==> src/rtl/reg_writeback_unit_pkg.sv <==
// Shared types and constants for the register-file write-back unit.
// wb_entry_t is one pending register write: destination and data.
package reg_writeback_unit_pkg;

  localparam int WB_AW    = 5;
  localparam int WB_DW    = 32;
  localparam int WB_DEPTH = 4;

  localparam logic [WB_AW-1:0] REG_ZERO = '0;

  typedef struct packed {
    logic [WB_AW-1:0] waddr;
    logic [WB_DW-1:0] wdata;
  } wb_entry_t;

endpackage

==> src/rtl/reg_writeback_unit_fifo.sv <==
// Load-result FIFO: circular buffer of wb_entry_t with a registered occupancy count.
// A push into an empty FIFO becomes visible at o_head only on the following cycle.
module wb_fifo
  import reg_writeback_unit_pkg::*;
#(
  parameter int DEPTH = WB_DEPTH,
  localparam int PW   = $clog2(DEPTH),
  localparam int CW   = PW + 1
) (
  input  logic      i_clk,
  input  logic      i_rst_n,
  input  logic      i_push,
  input  wb_entry_t i_push_entry,
  input  logic      i_pop,
  output wb_entry_t o_head,
  output logic [CW-1:0] o_count
);

  wb_entry_t         mem_q [DEPTH];
  logic [PW-1:0]     wr_ptr_q, wr_ptr_d;
  logic [PW-1:0]     rd_ptr_q, rd_ptr_d;
  logic [CW-1:0]     count_q,  count_d;

  // NOTE: every variable gets its default before any branch, so no latch is inferred.
  always_comb begin
    wr_ptr_d = wr_ptr_q;
    rd_ptr_d = rd_ptr_q;
    count_d  = count_q;
    // DEPTH is a power of two, so the pointers wrap on plain overflow.
    if (i_push) wr_ptr_d = wr_ptr_q + PW'(1);
    if (i_pop)  rd_ptr_d = rd_ptr_q + PW'(1);
    unique case ({i_push, i_pop})
      2'b10:   count_d = count_q + CW'(1);
      2'b01:   count_d = count_q - CW'(1);
      default: count_d = count_q;
    endcase
  end

  // NOTE: state is updated with non-blocking assignments so every flop samples pre-edge values.
  always_ff @(posedge i_clk) begin
    if (!i_rst_n) begin
      wr_ptr_q <= '0;
      rd_ptr_q <= '0;
      count_q  <= '0;
    end else begin
      wr_ptr_q <= wr_ptr_d;
      rd_ptr_q <= rd_ptr_d;
      count_q  <= count_d;
    end
  end

  // NOTE: storage is deliberately not reset; the count decides which slots are meaningful.
  always_ff @(posedge i_clk) begin
    if (i_push) mem_q[wr_ptr_q] <= i_push_entry;
  end

  assign o_head  = mem_q[rd_ptr_q];
  assign o_count = count_q;

endmodule

==> src/rtl/reg_writeback_unit.sv <==
// Register-file write-port controller: ALU results win, buffered loads fill idle cycles,
// and a per-register pending-load scoreboard tells decode which registers to stall on.
module reg_writeback_unit
  import reg_writeback_unit_pkg::*;
#(
  parameter int DEPTH = WB_DEPTH,
  // AW/DW must match the package entry widths.
  parameter int AW    = WB_AW,
  parameter int DW    = WB_DW,
  localparam int CW   = $clog2(DEPTH) + 1,
  localparam int NREG = 1 << AW
) (
  input  logic            i_clk,
  input  logic            i_rst_n,
  input  logic            i_alu_valid,
  input  logic [AW-1:0]   i_alu_waddr,
  input  logic [DW-1:0]   i_alu_wdata,
  input  logic            i_ld_valid,
  output logic            o_ld_ready,
  input  logic [AW-1:0]   i_ld_waddr,
  input  logic [DW-1:0]   i_ld_wdata,
  input  logic            i_iss_valid,
  input  logic [AW-1:0]   i_iss_waddr,
  output logic            o_we,
  output logic [AW-1:0]   o_waddr,
  output logic [DW-1:0]   o_wdata,
  output logic [NREG-1:0] o_busy,
  output logic [CW-1:0]   o_count
);

  wb_entry_t       alu_entry, ld_entry, head, sel_entry;
  logic [CW-1:0]   fifo_count;
  logic            fifo_empty, ld_ready, push, pop, sel_valid;

  logic            we_q,    we_d;
  logic [AW-1:0]   waddr_q, waddr_d;
  logic [DW-1:0]   wdata_q, wdata_d;
  logic [NREG-1:0] busy_q,  busy_d;

  wb_fifo #(.DEPTH(DEPTH)) u_fifo (
    .i_clk        (i_clk),
    .i_rst_n      (i_rst_n),
    .i_push       (push),
    .i_push_entry (ld_entry),
    .i_pop        (pop),
    .o_head       (head),
    .o_count      (fifo_count)
  );

  always_comb begin
    alu_entry.waddr = i_alu_waddr;
    alu_entry.wdata = i_alu_wdata;
    ld_entry.waddr  = i_ld_waddr;
    ld_entry.wdata  = i_ld_wdata;

    // Ready depends only on the registered count, never on i_ld_valid.
    fifo_empty = (fifo_count == '0);
    ld_ready   = (fifo_count != CW'(DEPTH));
    push       = i_ld_valid && ld_ready;
    pop        = !i_alu_valid && !fifo_empty;

    sel_entry  = i_alu_valid ? alu_entry : head;
    sel_valid  = i_alu_valid || pop;

    // Writes to register 0 are consumed but never reach the register file.
    we_d    = sel_valid && (sel_entry.waddr != REG_ZERO);
    waddr_d = waddr_q;
    wdata_d = wdata_q;
    if (we_d) begin
      waddr_d = sel_entry.waddr;
      wdata_d = sel_entry.wdata;
    end

    // Clear before set: a new issue in the retiring cycle keeps the register pending.
    busy_d = busy_q;
    if (pop)         busy_d[head.waddr]  = 1'b0;
    if (i_iss_valid) busy_d[i_iss_waddr] = 1'b1;
    busy_d[REG_ZERO] = 1'b0;
  end

  always_ff @(posedge i_clk) begin
    if (!i_rst_n) begin
      we_q    <= 1'b0;
      waddr_q <= '0;
      wdata_q <= '0;
      busy_q  <= '0;
    end else begin
      we_q    <= we_d;
      waddr_q <= waddr_d;
      wdata_q <= wdata_d;
      busy_q  <= busy_d;
    end
  end

  assign o_we       = we_q;
  assign o_waddr    = waddr_q;
  assign o_wdata    = wdata_q;
  assign o_busy     = busy_q;
  assign o_count    = fifo_count;
  assign o_ld_ready = ld_ready;

endmodule

==> config.mk <==
export PLATFORM = sky130hd
export DESIGN_NAME = reg_writeback_unit
export DESIGN_NICKNAME = d
export VERILOG_FILES = /design/src/rtl/reg_writeback_unit_pkg.sv /design/src/rtl/reg_writeback_unit_fifo.sv /design/src/rtl/reg_writeback_unit.sv
export SDC_FILE = /design/constraint.sdc
export NUM_CORES = 1
export LEC_CHECK = 0
export ABC_AREA = 1
export CORE_MARGIN = 5
export CORE_UTILIZATION = 57
export CTS_CLUSTER_SIZE = 10
export DETAILED_ROUTE_END_ITERATION = 6
export HOLD_SLACK_MARGIN = 0.03
export PLACE_DENSITY = 0.95
export SLEW_MARGIN = 25
export SYNTH_ARGS = -nofsm -noshare
export SYNTH_HDL_FRONTEND = slang
export SYNTH_SLANG_ARGS = --single-unit
==> constraint.sdc <==
create_clock -name i_clk -period 4.89 [get_ports i_clk]
set_input_delay 0.489 -clock i_clk [delete_from_list [all_inputs] [get_ports i_clk]]
set_output_delay 0.489 -clock i_clk [all_outputs]
set_load 0.02 [all_outputs]
Yosys cells after proc, flatten, opt, wreduce, memory -nomap -nowiden
Memory sizes are Yosys's and may differ from the RTL's. A register that Yosys moved wholly into a read port is not among the register bits.
Index checks and enable logic that the tools add are counted.

word-level totals
  RAM bits = 148
  memories kept = 1
  bits in registers = 77
  input port bits = 84
  word-level logic and storage cells = 46

operators by class
  $add $sub $neg = 4
  multiplexer cells = 12
  $lt $le $gt $ge = 4
  reductions and logical operators = 11
  equal/unequal tests = 3
  bitwise logic cells = 3

memories
  name          words  bits a word  read ports  clocked after memory_dff  write ports  line                           RTL
  u_fifo.mem_q  4      37           1           1                         1            reg_writeback_unit_fifo.sv:19  wb_entry_t mem_q [DEPTH];

operators by type and width
  kind                   number
  $mux W32               2
  $mux W37               1
  $and A32 B32 Y32       1
  $not A32 Y32           1
  $or A32 B32 Y32        1
  $lt A5 B6 Y1 const B   2
  $demux W1 S5           2
  $ge A5 B1 Y1 const B   2
  $pmux W3 S2            1
  $logic_and A1 B1 Y1    5
  $reduce_bool A5 Y1     1
  $add A2 B1 Y2 const B  2
  $mux W1                4
  $mux W2                2
  $add A3 B1 Y3 const B  1
  $logic_not A3 Y1       1
  $ne A3 B3 Y1 const B   1
  $sub A3 B1 Y3 const B  1
  $eq A2 B1 Y1 const B   1
  $eq A2 B2 Y1 const B   1
  $logic_not A1 Y1       2
  $reduce_bool A2 Y1     1
  $logic_or A1 B1 Y1     1

Depth between registers and ports, before layout
Gate-level depths: netlist of the first run.

  depth in word-level cells = 9
  mapped depth = 12

Cells and area by module
A second synthesis of the first run with hierarchy kept.

second synthesis, totals
  cells, all modules = 845
  area total of the unflattened synthesis = 9168.8 µm²

by module, submodules not included
  module              seq. area each (µm²)  cells each  instances  area each (µm²)
  wb_fifo             4624.4                413         1          5918.2
  reg_writeback_unit  1381.3                432         1          3250.6

Worst setup path after synthesis of the first run
OpenSTA, ideal clock, no wires.

  path kind = register to register
  from = reg u_fifo.count_q[1], in the netlist u_fifo.o_count[1]
  to = mem u_fifo.mem_q[0][0] (netlist bit), enable pin
  cell stages (with the launch flop) = 5
  path slack = 1851 ps
  path buffers = 0
  setup time = 431 ps
  arrival = 2608 ps
  clock period less this slack = 3039 ps
  data required time = 4459 ps
  cell sequence = dfxtp_1 -> inv_1 -> nand3_1 -> nand2_1 -> nor2_1

between the ends
  word-level cells in the longest chain between the ends = 4

ends and longest elaborated chain
  item                           line                           RTL
  start, declared                reg_writeback_unit_fifo.sv:22  logic [CW-1:0] count_q, count_d;
  start signal, assigned         reg_writeback_unit_fifo.sv:48  count_q <= count_d;
  $ne A3 B3 Y1                   reg_writeback_unit.sv:58       ld_ready = (fifo_count != CW'(DEPTH));
  net o_ld_ready                 reg_writeback_unit.sv:19       output logic o_ld_ready,
  $logic_and A1 B1 Y1            reg_writeback_unit.sv:59       push = i_ld_valid && ld_ready;
  $mux W1                        reg_writeback_unit_fifo.sv:54  if (i_push) mem_q[wr_ptr_q] <= i_push_entry;
  $mux W1 (not written as such)  reg_writeback_unit_fifo.sv:54
  end, declared                  reg_writeback_unit_fifo.sv:19

The timed path passes the listed nets, and every way through them passes these cells.

==> reports/qor.csv, run 1 <==
stage;metric;value;unit
status;status;finished, final reports clean;
placed_design;IO buf count;156;
grt;first-pass GRT wire length;35700;um
synth;post-synth net total;939;
placed_design;Post-Place Worst Slack;1.90;ns
worst_hold_path;Hold Path Class;flop to flop;
clock_network;clock latency at the later pin of the worst-skew pair;0.52;ns
power;combinational power share;28.4;%
floorplan;die area;18500;um^2
timing;Final min period;3.03;ns
synth;Post-Synth Adder-Cell Area;0.912;%
synth;Mapped Avg Cell Area;10.7;um^2
floorplan;core area;15700;um^2
grt;pin count of the biggest net entering global routing;75;
grt;initial antenna violation count;0;
clock_network;clk slew on worst S/H paths;0.05;ns
floorplan;Die W;136;um
critical_path;Crit path largest cell delay;0.62;ns
routing;Vias/cell;5.78;
routing;WL/cell;18.8;um
finish;P&R area growth vs syn;27.0;%
power;switching pwr;0.00186;W
power;static leakage;4.18;nW
clock_network;Max Root-Sink Buffers;3;
critical_path;kind of critical path;flop to flop;
timing;Worst Slack Setup Final;1.86;ns
power;PwrDens;502;nW/um^2
critical_path;critical path's most frequent cell;nand3_1;
synth;Synth area leaders;edfxtp_1 (49%), dfxtp_1 (17%), nand2_1 (4.9%);
placed_design;Final Wtd Congestion;0.925;
synth;synthesized cell area;9060;um^2
critical_path;CP max-delay cell;nand3_2;
timing;worst slew pin tran;0.861;ns
grt;GRT Overall Usage;24.6;%
routing;DR iter-0 viols;751;
routing;Routed WL;23000;um
power;Int Power;0.00392;W
timing;Slew Viols, Final;0;
critical_path;largest fanout on the critical path;37;
synth;Mapped Cells;849;
floorplan;Row Count;46;
timing;skew final;0.0141;ns
timing;Rel. slew slack;42.2;%
floorplan;Die Y;136;um
timing;RSZ-0062 raised after global routing;no;
routing;vias;7102;
timing;fmax;0.330;GHz
critical_path;critical path arrival;3.47;ns
timing;final hold violations;0;
run;max cap viols;0;
clock_network;Clock Sinks;226;
synth;Compound-Gate Fraction of Synth Area;12.2;%
synth;Synth top area share;49.1;%
power;switch share;32.2;%
clock_network;# Post-CTS Setup Buffers;0;
clock_network;Hold-fix buffers, CTS;0;
clock_network;Root Driver;clkbuf_16;
synth;xor/xnor share of the synthesized area;0;%
finish;fraction of layout instances using a drive strength above 1;5.43;%
placed_design;Post-DP Area;10700;um^2
timing;fraction of the cycle the final worst path needs;61.9;%
power;IR Drop Worst-Case VDD;0.000378;V
synth;Synth warnings;0;
synth;Synth Area in Simple Gates;13.3;%
clock_network;H-tree level count;1;
routing;first-pass detailed-route iteration total;5;
synth;largest family of logic cells by synthesized area;simple AND/OR/NAND/NOR gates;
finish;Inserted Diodes;0;
power;clock power share;29.8;%
synth;#FFs+latches synth;226;
routing;post-route ant nets;0;
finish;design area;11500;um^2
power;share of power burned in registers;41.7;%
finish;Final Util;73.2;%
synth;dominant cell type by area after synthesis;edfxtp_1;
clock_network;TritonCTS Buffers;26;
timing;Final Setup Violations;0;
critical_path;crit end category;flop;
grt;vias in the first global route;6866;
floorplan;Initial Util;57.7;%
critical_path;CP Cell Sequence;inv_2 > nand3_1 > nand3_1 > nand2_1 > nor2_1 > nand3_2 > buf_4 > nand3_1 > nand2_1 > nor2_1;
clock_network;CTS tree;done;
timing;Setup TNS;0;ns
floorplan;I/O pins;158;
placed_design;Detailed Place HPWL;14200;um
critical_path;Critical Path RT;5.33;ns
clock_network;CTS resizes;0;
synth;register area share after synthesis;66.3;%
grt;total gr overflow;0;
finish;Final Net Count;1083;
timing;Hold WS;0.474;ns
synth;mux contribution to synthesized area;3.54;%
critical_path;Critical Path Start Type;flop;
synth;Cell variety after synth;25;
routing;DRC viols;0;
## Yosys cell counts, drive strengths merged
cell type / instances
a21oi: 78
and3: 1
buf: 23
clkbuf: 27
conb: 1
dfxtp: 78
edfxtp: 148
fa: 1
ha: 5
inv: 24
mux2i: 32
nand2: 121
nand3: 54
nor2: 111
nor3: 10
o21ai: 102
o21bai: 1
o22ai: 32
## cells in the final DEF (no fill, tap or decap), types with 10 or more instances in the layout
master / Yosys / layout
clkdlybuf4s50_1: 0 / 154
edfxtp_1: 148 / 148
nand2_1: 119 / 118
nor2_1: 111 / 107
a21oi_1: 78 / 78
dfxtp_1: 78 / 77
o21ai_1: 69 / 69
nand3_1: 53 / 53
o21ai_0: 33 / 33
o22ai_1: 32 / 32
mux2i_1: 32 / 32
clkbuf_16: 0 / 27
clkbuf_1: 27 / 19
inv_1: 19 / 18
nor3_1: 10 / 10
buf_4: 1 / 10
## registers in the layout, indices dropped and copies added (netlist names), named ones only
register,flops
u_fifo.mem_q,148
o_wdata,32
o_busy,31
o_waddr,5
u_fifo.o_count,3
u_fifo.rd_ptr_q,2
u_fifo.wr_ptr_q,2
o_we,1
## per-stage QoR
step	total power, W	std cells
after floorplan	0.00345	849
after global placement	0.00399	1181
after detailed placement	0.00406	1181
after CTS	0.00578	1228
after global routing	0.00606	1228
final	0.00578	1228
## worst max-delay path: cells and delay by family, from the launching register on
family	cells	cell delay, ns
simple gates	8	1.58
buf+inv	2	1.02
flops	1	0.32
## cell type report
cell class                      count  area [um^2]
Multi-Input combinational cell    549         2760
Clock buffer                       46          747
Inverter                           24         90.1
Clock inverter                      1         5.00
Tap cell                          216          270
Fill cell                        1014         4210
Timing Repair Buffer              166         1630
Sequential cell                   226         6010
## routing by layer
layer  track usage [%]  share of wire, %  vias up
li1                  -                 -     3295
met1              31.8                38     3325
met5                 0                 0        -
met4              6.89               1.9        0
met2              42.2                49      438
met3              5.18                11       44
## logic make-up after synthesis
kind of cell               after synthesis
other                                    1
adders and majority gates                6
AOI/OAI and AO/OA                      213
DFF                                    226
muxes                                   32
buffers and inverters                   74
and+or+nand+nor                        297
## path summary, 6_finish.rpt
check	startpoint	end	slack (ns)	cells past startpoint
max	flop	o_wdata[18]	1.86	10
min	o_waddr[1]	o_waddr[1]	0.47	2
max reg2reg	flop	o_wdata[18]	1.86	10
min reg2reg	o_waddr[1]	o_waddr[1]	0.47	2
## power groups by stage
stage / logic, W / registers [W] / clock network (W)
final: 0.00164 / 0.00241 / 0.00172
after global routing: 0.00180 / 0.00243 / 0.00183
after CTS: 0.00164 / 0.00241 / 0.00174
after detailed placement: 0.00162 / 0.00244 / 0
after global placement: 0.00156 / 0.00243 / 0
after floorplan: 0.000873 / 0.00258 / 0
No activity file was read; power rests on OpenSTA's default activity.
==> run 2, diff against run 1 <==
CORE_UTILIZATION = 48   (was 57)
PLACE_DENSITY = 0.88   (was 0.95)
clock period = 2.7 ns   (was 4.89 ns; I/O delays follow)
==> reports/qor.csv, run 2 (synthesis results as in run 1) <==
stage;metric;value;unit;change
clock_network;clk slew on worst S/H paths;0.06;ns;was 0.05 ns
worst_hold_path;HP Start;i_alu_valid;;was o_waddr[1]
finish;most frequent cells in the layout;clkdlybuf4s50_1 (154), edfxtp_1 (148), nand2_1 (118);;unchanged
timing;worst slew pin tran;0.743;ns;was 0.861 ns
floorplan;I/O pins;158;;unchanged
critical_path;Top delay family on crit path;adder cells;;was simple AND/OR/NAND/NOR gates
timing;final hold violations;0;;unchanged
clock_network;Clock Sinks;226;;unchanged
status;status;finished, final reports clean;;unchanged
routing;vias;6875;;was 7102
routing;DR iter-0 viols;457;;was 751
floorplan;Die Y;147;um;was 136 um
placed_design;Final Wtd Congestion;0.882;;was 0.925
floorplan;Initial Util;48.6;%;was 57.7%
timing;Final min period;2.11;ns;was 3.03 ns
routing;Routed WL;22300;um;was 23000 um
placed_design;Post-Place Worst Slack;0.584;ns;was 1.90 ns
critical_path;kind of critical path;flop to flop;;unchanged
placed_design;IO buf count;156;;unchanged
finish;area occupied by multi-input gates;2760;um^2;unchanged
finish;P&R area growth vs syn;28.6;%;was 27.0%
power;static leakage;4.25;nW;was 4.18 nW
power;IR Drop Worst-Case VDD;0.000705;V;was 0.000378 V
critical_path;crit end category;flop;;unchanged
routing;post-route ant nets;0;;unchanged
timing;Final Setup Violations;0;;unchanged
routing;DRC viols;0;;unchanged
finish;Inserted Diodes;0;;unchanged
timing;fmax;0.473;GHz;was 0.330 GHz
timing;skew final;0.0112;ns;was 0.0141 ns
floorplan;Die W;147;um;was 136 um
worst_hold_path;hold depth;4;;was 2
critical_path;Crit path largest cell delay;0.38;ns;was 0.62 ns
finish;max FFs per register;148;;unchanged
clock_network;CTS tree;done;;unchanged
critical_path;largest fanout on the critical path;5;;was 37
run;max cap viols;0;;unchanged
critical_path;CP bufs+invs;1;;was 2
timing;RSZ-0062 raised after global routing;no;;unchanged
grt;vias in the first global route;6738;;was 6866
grt;GRT Overall Usage;20.0;%;was 24.6%
timing;Slew Viols, Final;0;;unchanged
finish;Reg area;6010;um^2;unchanged
timing;Rel. slew slack;50.5;%;was 42.2%
grt;pin count of the biggest net entering global routing;71;;was 75
finish;fillers;1418;;was 1014
critical_path;Critical Path RT;3.09;ns;was 5.33 ns
grt;total gr overflow;0;;unchanged
critical_path;critical path arrival;2.50;ns;was 3.47 ns
worst_hold_path;Hold Path Class;primary input to flop;;was flop to flop
critical_path;critical path depth in cells;9;;was 10
finish;largest register by flop count;u_fifo.mem_q;;unchanged
critical_path;worst reg-to-reg path cell count;9;;was 10
clock_network;TritonCTS Buffers;26;;unchanged
timing;Hold WS;0.250;ns;was 0.474 ns
placed_design;Detailed Place HPWL;14000;um;was 14200 um
finish;most common cell after layout, fill and taps aside;clkdlybuf4s50_1;;unchanged
clock_network;Max Root-Sink Buffers;3;;unchanged
clock_network;clock latency at the later pin of the worst-skew pair;0.50;ns;was 0.52 ns
clock_network;H-tree level count;1;;unchanged
critical_path;worst flop-to-flop path startpoint;u_fifo.o_count[2];;
floorplan;die area;21700;um^2;was 18500 um^2
finish;fraction of layout instances using a drive strength above 1;6.27;%;was 5.43%
floorplan;core area;18600;um^2;was 15700 um^2
finish;Final Net Count;1093;;was 1083
routing;first-pass detailed-route iteration total;5;;unchanged
critical_path;Critical Path Start Type;flop;;unchanged
critical_path;CP startpoint;u_fifo.o_count[2];;
grt;first-pass GRT wire length;35100;um;was 35700 um
power;PwrDens;896;nW/um^2;was 502 nW/um^2
timing;Worst Slack Setup Final;0.588;ns;was 1.86 ns
clock_network;# Post-CTS Setup Buffers;0;;unchanged
routing;WL/cell;17.7;um;was 18.8 um
grt;initial antenna violation count;2;;was 0
critical_path;CP max-delay cell;fa_1;;was nand3_2
timing;fraction of the cycle the final worst path needs;78.2;%;was 61.9%
critical_path;CP Cell Sequence;nor3_1 > nor2_1 > ha_1 > inv_1 > fa_1 > a21oi_1 > o21ai_0 > o21ai_0 > a21oi_1;;was inv_2 > nand3_1 > nand3_1 > nand2_1 > nor2_1 > nand3_2 > buf_4 > nand3_1 > nand2_1 > nor2_1
clock_network;Hold-fix buffers, CTS;0;;unchanged
clock_network;CTS resizes;0;;unchanged
routing;Vias/cell;5.48;;was 5.78
clock_network;Root Driver;clkbuf_16;;unchanged
floorplan;Row Count;50;;was 46
[run 2: cell types whose count changed in the layout (fill, tap and decap cells not counted)]
cell | previous run | this run
inv_2 | 6 | 5
clkinv_2 | 1 | 0
clkbuf_1 | 19 | 18
inv_1 | 18 | 19
buf_12 | 0 | 4
clkbuf_8 | 0 | 1
buf_4 | 10 | 16
[run 2: per-stage QoR]
step,setup TNS [ns],total power [W],std cells,utilization (%),instance area [um^2]
after floorplan,-50.18,0.00625,849,-,9060
after global placement,0,0.00729,1209,58.4,10900
after detailed placement,0,0.00736,1209,58.4,10900
after CTS,0,0.0105,1255,62.5,11700
after global routing,0,0.0110,1255,62.5,11700
final,0,0.0104,1255,62.5,11700
[run 2: per-layer routing]
layer / up-vias / track usage [%] / routed length, um / part of all wire, %
met1: 3203 / 24.8 / 8890 / 40
met5: - / 0 / 34 / 0.15
met3: 42 / 5.55 / 2070 / 9.3
li1: 3318 / - / - / -
met4: 4 / 6.24 / 484 / 2.2
met2: 308 / 34.1 / 10800 / 48
[run 2: final timing paths]
| path | end | slack [ns] |
|---|---|---|
| worst min register to register | o_waddr[4] | 0.47 |
| worst max register to register | u_fifo.o_count[2] | 0.59 |
| worst min-delay path | flop | 0.25 |
| worst max-delay path | u_fifo.o_count[2] | 0.59 |
[run 2: area by class of cell]
cell class                      instances  area share, %
Clock buffer                           46           6.50
Inverter                               24          0.773
Multi-Input combinational cell        549           23.6
Sequential cell                       226           51.5
Tap cell                              234           2.51
Timing Repair Buffer                  176           15.0
[run 2: power by group]
group          switching [W]  total (W)  internal (W)
Sequential          0.000194    0.00435       0.00416
Combinational        0.00184    0.00297       0.00113
Clock                0.00125    0.00312       0.00187
[run 2: tightest hold or removal path, delay by kind of cell]
family / cells / cell delay, ns
AO/OA/AOI/OAI: 1 / 0.09
buffers and inverters: 2 / 0.24
AND/OR/NAND/NOR: 1 / 0.11
==> run 3, diff against run 2 <==
CORE_UTILIZATION = 53   (was 48)
PLACE_DENSITY = 0.91   (was 0.88)
clock period = 2.2 ns   (was 2.7 ns; I/O delays follow)
==> reports/qor.csv, run 3 (synthesis results as in run 1) <==
stage;metric;value;unit;change
status;status;finished, final reports clean;;unchanged
worst_hold_path;Hold Path Class;primary input to flop;;unchanged
clock_network;CTS tree;done;;unchanged
finish;most frequent cells in the layout;clkdlybuf4s50_1 (154), edfxtp_1 (148), nand2_1 (118);;unchanged
timing;worst slew pin tran;0.618;ns;was 0.743 ns
floorplan;die area;19800;um^2;was 21700 um^2
timing;RSZ-0062 raised after global routing;no;;unchanged
floorplan;Row Count;47;;was 50
routing;DRC viols;0;;unchanged
clock_network;# Post-CTS Setup Buffers;0;;unchanged
timing;skew final;0.0106;ns;was 0.0112 ns
critical_path;worst flop-to-flop path startpoint;u_fifo.o_count[1];;was u_fifo.o_count[2]
critical_path;worst reg-to-reg path cell count;9;;unchanged
critical_path;Critical Path RT;1.98;ns;was 3.09 ns
timing;Rel. slew slack;58.6;%;was 50.5%
routing;Vias/cell;5.61;;was 5.48
critical_path;largest fanout on the critical path;4;;was 5
finish;fillers;1194;;was 1418
critical_path;critical path arrival;1.69;ns;was 2.50 ns
finish;max FFs per register;148;;unchanged
clock_network;Root Driver;clkbuf_16;;unchanged
power;static leakage;4.27;nW;was 4.25 nW
placed_design;Final Wtd Congestion;0.843;;was 0.882
critical_path;crit end category;primary output;;was flop
timing;fraction of the cycle the final worst path needs;86.7;%;
clock_network;clk slew on worst S/H paths;0.05;ns;was 0.06 ns
timing;final hold violations;0;;unchanged
clock_network;H-tree level count;1;;unchanged
floorplan;Die Y;141;um;was 147 um
critical_path;CP startpoint;u_fifo.o_count[1];;was u_fifo.o_count[2]
critical_path;internal reg-to-reg setup slack;0.34;ns;was 0.59 ns
routing;Routed WL;22900;um;was 22300 um
timing;Final min period;1.91;ns;
floorplan;Die W;141;um;was 147 um
critical_path;reg2reg end;u_fifo.o_count[2];;unchanged
clock_network;Clock Sinks;226;;unchanged
floorplan;Initial Util;54.2;%;was 48.6%
clock_network;Hold-fix buffers, CTS;0;;unchanged
power;total power;0.0129;W;was 0.0104 W
grt;GRT Overall Usage;22.2;%;was 20.0%
floorplan;I/O pins;158;;unchanged
timing;Final Setup Violations;0;;unchanged
finish;area occupied by multi-input gates;2760;um^2;unchanged
finish;fraction of layout instances using a drive strength above 1;6.54;%;was 6.27%
finish;P&R area growth vs syn;28.9;%;was 28.6%
grt;total gr overflow;0;;unchanged
timing;Setup TNS;0;ns;unchanged
power;IR Drop Worst-Case VDD;0.000776;V;was 0.000705 V
clock_network;Max Root-Sink Buffers;3;;unchanged
routing;post-route ant nets;0;;unchanged
timing;Slew Viols, Final;0;;unchanged
routing;first-pass detailed-route iteration total;5;;unchanged
grt;first-pass GRT wire length;35700;um;was 35100 um
routing;DR iter-0 viols;603;;was 457
clock_network;CTS resizes;0;;unchanged
placed_design;Detailed Place HPWL;14700;um;was 14000 um
routing;vias;6985;;was 6875
critical_path;kind of critical path;flop to primary output;;was flop to flop
floorplan;core area;16700;um^2;was 18600 um^2
routing;WL/cell;18.4;um;was 17.7 um
run;max cap viols;0;;unchanged
grt;vias in the first global route;6980;;was 6738
clock_network;TritonCTS Buffers;26;;unchanged
finish;largest register by flop count;u_fifo.mem_q;;unchanged
power;PwrDens;1110;nW/um^2;was 896 nW/um^2
grt;pin count of the biggest net entering global routing;38;;was 71
critical_path;Worst setup endpoint;o_ld_ready;;was u_fifo.o_count[2]
finish;Inserted Diodes;0;;unchanged
critical_path;Critical Path Start Type;flop;;unchanged
finish;Reg area;6010;um^2;unchanged
finish;Final Net Count;1096;;was 1093
placed_design;IO buf count;156;;unchanged
clock_network;clock latency at the later pin of the worst-skew pair;0.51;ns;was 0.50 ns
finish;most common cell after layout, fill and taps aside;clkdlybuf4s50_1;;unchanged
grt;initial antenna violation count;1;;was 2
timing;fmax;0.524;GHz;
==> run 3: cell types whose count changed in the layout (fill, tap and decap cells not counted), sizes merged <==
cell / change
clkbuf: -1
clkinv: +1
buf: +3
==> run 3: how the worst min path moves through the flow <==
| stage | start | endpoint | cells past startpoint |
|---|---|---|---|
| global placement | o_busy[8] | o_busy[8] | 2 |
| global route | i_rst_n | o_wdata[10] | 3 |
| finish | i_rst_n | o_wdata[3] | 3 |
| floorplan | i_ld_wdata[0] | u_fifo.mem_q[0][0] | 0 |
| detailed placement | o_wdata[31] | o_wdata[31] | 2 |
| CTS | i_rst_n | o_wdata[3] | 3 |
==> run 3: critical path: stages, from the launching register on <==
cell and delay (ns):
dfxtp_1 0.38, inv_1 0.09, nand3_1 0.11, clkdlybuf4s50_1 0.61
==> run 3: stage by stage <==
step	instances	hold WS, ns	cell area [um^2]	util [%]	worst slack [ns]
finish	1244	0.148	11700	69.9	0.293
global route	1244	0.150	11700	69.9	0.0894
detailed placement	1198	0.472	10900	65.4	0.287
global placement	1198	0.462	10900	65.4	0.342
floorplan	849	0.319	9070	-	-0.272
CTS	1244	0.116	11700	69.9	0.272
==> run 3: cell type report <==
cell class | count | area share (%)
multi-input cells | 549 | 23.6
clock inverters | 1 | 0.0429
clock buffers | 45 | 6.37
flip-flops and latches | 226 | 51.5
well taps | 220 | 2.36
inverters | 24 | 0.772
repair buffers | 179 | 15.4
==> run 3: where the power goes <==
part           switching, W  internal (W)
Clock               0.00156       0.00227
Sequential         0.000266       0.00511
Combinational       0.00228       0.00143
Total               0.00411       0.00880
==> run 3: routing by layer <==
layer  GRT usage (%)  vias up  wire (um)
li1                -     3327          -
met2            38.6      331      11500
met5               0        -         13
met1            28.1     3286       8940
met3            5.11       39       1990
met4            6.32        2        419
